--- src/rtl/serial_cmp_ctrl.sv ---
// -----------------------------------------------------------------------------
// serial_cmp_ctrl
//
// Bit-serial magnitude comparator with its own sequencer. A start request in
// IDLE captures both operands and the sign mode. The comparator then walks the
// operands MSB-first, one bit per clock, and publishes registered L/E/G flags
// together with a one-cycle done pulse.
//
// Parameters
//   WIDTH       operand width in bits (>= 2)
//   EARLY_EXIT  1: finish as soon as the result is decided
//               0: always run WIDTH bit-steps
//
// Ports
//   clk        rising-edge clock
//   reset      synchronous, active-low reset
//   start      request, sampled only while idle
//   A, B       operands, captured on the accepting edge
//   is_signed  1 = two's-complement compare, captured with the operands
//   busy       high while bit-steps are running
//   done       one-cycle pulse when L/E/G take a new result
//   L, E, G    A < B, A == B, A > B (exactly one is high)
// -----------------------------------------------------------------------------
module serial_cmp_ctrl #(
    parameter int WIDTH      = 32,
    parameter bit EARLY_EXIT = 1'b1
) (
    input  logic             clk,
    input  logic             reset,
    input  logic             start,
    input  logic [WIDTH-1:0] A,
    input  logic [WIDTH-1:0] B,
    input  logic             is_signed,
    output logic             busy,
    output logic             done,
    output logic             L,
    output logic             E,
    output logic             G
);

    // The counter must hold the value WIDTH itself, hence the extra bit.
    localparam int             CW       = $clog2(WIDTH) + 1;
    localparam logic [CW-1:0]  CNT_FULL = CW'(WIDTH);
    localparam logic [CW-1:0]  CNT_LAST = CW'(1);

    typedef enum logic {
        S_IDLE,
        S_SHIFT
    } state_e;

    typedef enum logic [1:0] {
        CMP_EQ,
        CMP_GT,
        CMP_LT
    } cmp_e;

    // Control state
    state_e          state_q, state_d;
    cmp_e            cmp_q,   cmp_d;
    logic [CW-1:0]   cnt_q,   cnt_d;
    logic            done_q,  done_d;
    logic            l_q,     l_d;
    logic            e_q,     e_d;
    logic            g_q,     g_d;

    // Datapath state
    logic [WIDTH-1:0] sa_q,  sa_d;
    logic [WIDTH-1:0] sb_q,  sb_d;
    logic             sgn_q, sgn_d;

    logic bit_a;
    logic bit_b;
    logic finish;

    assign bit_a = sa_q[WIDTH-1];
    assign bit_b = sb_q[WIDTH-1];

    always_comb begin
        // NOTE: every variable gets a default before any branch so no path
        // leaves it unassigned; that is what keeps this block free of latches.
        state_d = state_q;
        cmp_d   = cmp_q;
        cnt_d   = cnt_q;
        done_d  = 1'b0;
        l_d     = l_q;
        e_d     = e_q;
        g_d     = g_q;
        sa_d    = sa_q;
        sb_d    = sb_q;
        sgn_d   = sgn_q;
        finish  = 1'b0;

        unique case (state_q)
            S_IDLE: begin
                // Flags are deliberately left alone here: they keep the last
                // result until the next operation finishes.
                if (start) begin
                    sa_d    = A;
                    sb_d    = B;
                    sgn_d   = is_signed;
                    cmp_d   = CMP_EQ;
                    cnt_d   = CNT_FULL;
                    state_d = S_SHIFT;
                end
            end

            S_SHIFT: begin
                // The first differing bit decides; later bits cannot change
                // the outcome. In signed mode the MSB is the sign bit, so a 1
                // there means the smaller value.
                if (cmp_q == CMP_EQ && bit_a != bit_b) begin
                    if (sgn_q && cnt_q == CNT_FULL) begin
                        cmp_d = bit_a ? CMP_LT : CMP_GT;
                    end else begin
                        cmp_d = bit_a ? CMP_GT : CMP_LT;
                    end
                end

                sa_d  = {sa_q[WIDTH-2:0], 1'b0};
                sb_d  = {sb_q[WIDTH-2:0], 1'b0};
                cnt_d = cnt_q - CNT_LAST;

                finish = (cnt_q == CNT_LAST) || (EARLY_EXIT && cmp_d != CMP_EQ);

                if (finish) begin
                    l_d     = (cmp_d == CMP_LT);
                    e_d     = (cmp_d == CMP_EQ);
                    g_d     = (cmp_d == CMP_GT);
                    done_d  = 1'b1;
                    state_d = S_IDLE;
                end
            end
        endcase
    end

    // NOTE: state registers use non-blocking assignments so every flop samples
    // the values from before this edge, independent of statement order.
    always_ff @(posedge clk) begin
        if (!reset) begin
            state_q <= S_IDLE;
            cmp_q   <= CMP_EQ;
            cnt_q   <= '0;
            done_q  <= 1'b0;
            l_q     <= 1'b0;
            e_q     <= 1'b1;
            g_q     <= 1'b0;
        end else begin
            state_q <= state_d;
            cmp_q   <= cmp_d;
            cnt_q   <= cnt_d;
            done_q  <= done_d;
            l_q     <= l_d;
            e_q     <= e_d;
            g_q     <= g_d;
        end
    end

    // NOTE: the operand shift registers and sign mode are not reset; they are
    // always loaded on accept before being read, so a reset would only cost
    // routing and buy nothing.
    always_ff @(posedge clk) begin
        sa_q  <= sa_d;
        sb_q  <= sb_d;
        sgn_q <= sgn_d;
    end

    assign busy = (state_q == S_SHIFT);
    assign done = done_q;
    assign L    = l_q;
    assign E    = e_q;
    assign G    = g_q;

endmodule

--- config.mk ---
export PLATFORM = sky130hd
export DESIGN_NAME = serial_cmp_ctrl
export DESIGN_NICKNAME = d
export VERILOG_FILES = /design/src/rtl/serial_cmp_ctrl.sv
export SDC_FILE = /design/constraint.sdc
export NUM_CORES = 1
export LEC_CHECK = 0
export CAP_MARGIN = 20
export CORE_MARGIN = 8
export CORE_UTILIZATION = 40
export CTS_CLUSTER_SIZE = 20
export DETAILED_ROUTE_END_ITERATION = 10
export GPL_TIMING_DRIVEN = 0
export HOLD_SLACK_MARGIN = 0.03
export PLACE_DENSITY_LB_ADDON = 0.08
export SETUP_SLACK_MARGIN = 0.5
export SKIP_CTS_REPAIR_TIMING = 1
export SYNTH_ARGS = -nofsm -noshare
export SYNTH_HDL_FRONTEND = slang
export SYNTH_SLANG_ARGS = --single-unit
export TNS_END_PERCENT = 100
--- constraint.sdc ---
create_clock -name clk -period 3.7 [get_ports clk]
set_clock_uncertainty 0.05 [all_clocks]
set_input_delay 0.555 -clock clk [delete_from_list [all_inputs] [get_ports clk]]
set_output_delay 0.555 -clock clk [all_outputs]
set_load 0.1 [all_outputs]
==> key figures <==
Floorplan
  – Ports: 73
  – Die Ht: 108 um
  – Die area: 11600 sq um
  – Initial Util: 41.1%
  – Width of the die: 108 um
  – Num rows: 33
  – Core outline area: 8180 sq um

Routing
  – Avg WL per Cell: 15.5 um
  – Drt drc: 0
  – Via count: 1959
  – Initial DRT Pass Iterations: 4
  – Post-DR vias/cell: 4.87
  – Routed Antenna Nets: 0
  – Final WL: 6.25 mm
  – 1st-iter DRT viols: 121

Critical path
  – CP endpoint kind: output port
  – Buf/Inv on CP: 1
  – Arr. time, crit path: 1.93 ns
  – Slowest-stage cell, CP: clkdlybuf4s50_1
  – Critical path peak fanout: 6
  – Crit path cell chain: clkdlybuf4s50_1
  – Crit-path max cell delay: 1.17 ns
  – Critical path class: reg2out
  – Startpoint Class: register
  – Crit-path leading delay family: buffers and inverters
  – Critical Path RT: 3.09 ns

Clock network
  – Root Buffer: clkbuf_8
  – CTS tree: done
  – Num Clock Sinks: 78
  – Clk pin slew, worst setup/hold paths: 0.08 ns
  – CTS Buf Count: 9
  – Worst skew pair latency: 0.34 ns
  – CTS H-tree depth: 3
  – CTS max path bufs: 2

STA
  – Final Slew Violations: 0
  – Final TNS setup: 0 ns
  – Final Setup Violations: 0
  – Slew Limit Headroom: 35.2%
  – Worst slew pin tran: 0.968 ns
  – Tcrit/Tclk final: 68.4%
  – Hold Fails Final Rpt: 0
  – Post-layout minimum cycle time: 2.53 ns
  – Max Clock Freq: 0.395 GHz
  – RSZ-0062 raised after global routing: false

GRT
  – Vias in the first global route: 2118
  – Layer with the highest usage: met2
  – Met2 Usage GRT: 15.9%
  – Met3 usage: 4.31%
  – Met1 GRT Util: 15.6%
  – All-layer global routing usage: 11.6%
  – First-pass GRT wire length: 10.4 mm
  – Initial antenna violation count: 0
  – Largest net degree at the start of global routing: 38
  – Overflow after GRT: 0

Run status
  – Status: complete, no violations

Synth
  – Synth Register Bits: 78
  – Synth Instances: 210
  – YS warnings: 0
  – Post-Syn Nets: 280
  – Main synth FF type: edfxtp_1
  – Area contributors post-synth: edfxtp_1 (58%), mux2_2 (21%), dfxtp_1 (7.7%)
  – Ys async rst share: 0%
  – Cell taking the most area after synthesis: edfxtp_1
  – Post-synth EDFFs: 65
  – Yosys cell types: 33
  – Syn avg cell area: 16.0 sq um
  – Mapped Area: 3360 sq um
  – Share of the synthesized area in the top cell type: 58.1%
  – Sequential-to-total area share from yosys stat: 65.9%

Final layout
  – Layout area overhead: 31.3%
  – Ant diodes: 0
  – Share of cells above drive strength 1: 32.0%
  – Final net count: 364

Power and ir drop
  – Peak supply drop: 0.282 mV
  – Total power: 2.09 mW
  – Seq pwr share: 53.8%
  – Logic pwr share: 17.4%
  – Power per cell area: 475 nW/um^2
  – Switch Pwr: 0.502 mW
  – Clock group share of total power: 28.8%
  – Internal Pwr Total: 1.59 mW
  – Sw frac: 24.0%
  – Leak Pwr: 1.55 nW

Placement
  – Detailed placer's ending HPWL: 4.33 mm
  – Port buffer count: 72
  – Gpl congestion: 0.781

Flow run
  – Max-cap viol count: 0

Hold path
  – HP Class: reg2reg
-- per-stage QoR --
step	instance area, sq um	hold slack [ns]	setup WS, ns	util, %	instances
5_1_grt	4410	0.468	1.08	53.9	402
6_report	4410	0.444	1.17	53.9	402
3_3_place_gp	4210	0.425	0.123	51.5	387
4_1_cts	4410	0.447	1.13	53.9	402
3_5_place_dp	4230	0.423	1.26	51.7	388
2_1_floorplan	3360	0.440	0.587	-	210
-- power groups by stage --
stage	logic (mW)	clock network, mW	registers [mW]
3_3_place_gp	0.361	0	1.15
2_1_floorplan	0.203	0	1.17
3_5_place_dp	0.369	0	1.15
4_1_cts	0.371	0.621	1.13
5_1_grt	0.400	0.659	1.14
6_report	0.364	0.602	1.13
-- registers in the layout (all words and copies together), names as in the netlist --
register  count
E             1
G             1
L             1
busy          1
cmp_q         2
cnt_q         6
done          1
sa_q         32
sb_q         32
sgn_q         1
-- synthesized netlist by cell type, types with 2 or more instances --
cell type	n
edfxtp_1	65
mux2_2	63
dfxtp_1	13
buf_2	8
nor2_1	8
inv_1	5
nand2_1	5
nor2b_1	5
a21oi_1	4
nand3_1	4
o21ai_0	4
a21boi_0	2
a31o_2	2
ha_1	2
nand2b_1	2
-- layout make-up --
cell class | instances | area [sq um]
fillers | 712 | 3770
inverters | 5 | 18.8
multi-input cells | 119 | 1090
flip-flops and latches | 78 | 2210
repair buffers | 73 | 741
well taps | 105 | 131
clock inverters | 4 | 50.0
plain buffers | 8 | 40.0
clock buffers | 10 | 128
-- cell families (layout without fill, tap and decap cells) --
group | Yosys count | in the layout | share of synthesized area, %
AOI/OAI and AO/OA | 17 | 17 | 3.50
DFF | 78 | 78 | 65.9
muxes | 64 | 64 | 21.4
adders and majority gates | 2 | 2 | 0.745
buffers and inverters | 13 | 100 | 1.75
and+or+nand+nor | 36 | 36 | 6.71
-- cell usage in the layout (no fill, tap or decap), drive strengths merged, types with 2 or more instances in the layout --
cell and n:
clkbuf 10, nor2 8, nor3 2, ha 2
buf 9, inv 5, a21oi 4, nor2b 5
mux2 63, nand2b 2, nand3 4, nand2 5
clkinv 2, clkdlybuf4s50 72, a31o 2, o21ai 4
a21boi 2, dfxtp 13, a221o 2, or3 2
edfxtp 65
-- metal layers --
metal  vias up  part of all wire [%]
met5         -                     0
met4         0                   1.9
met3        11                   7.2
met2        52                    45
met1       933                    46
li1        963                     -
-- worst paths after layout --
kind         slack, ns  startpoint  cells after the start       end
max reg2reg       1.64        busy                      4  sa_q[30]
min               0.44           G                      1         G
min reg2reg       0.44           G                      1         G
max               1.17        busy                      1      busy
Note: power is estimated with default switching activity, not from simulation.
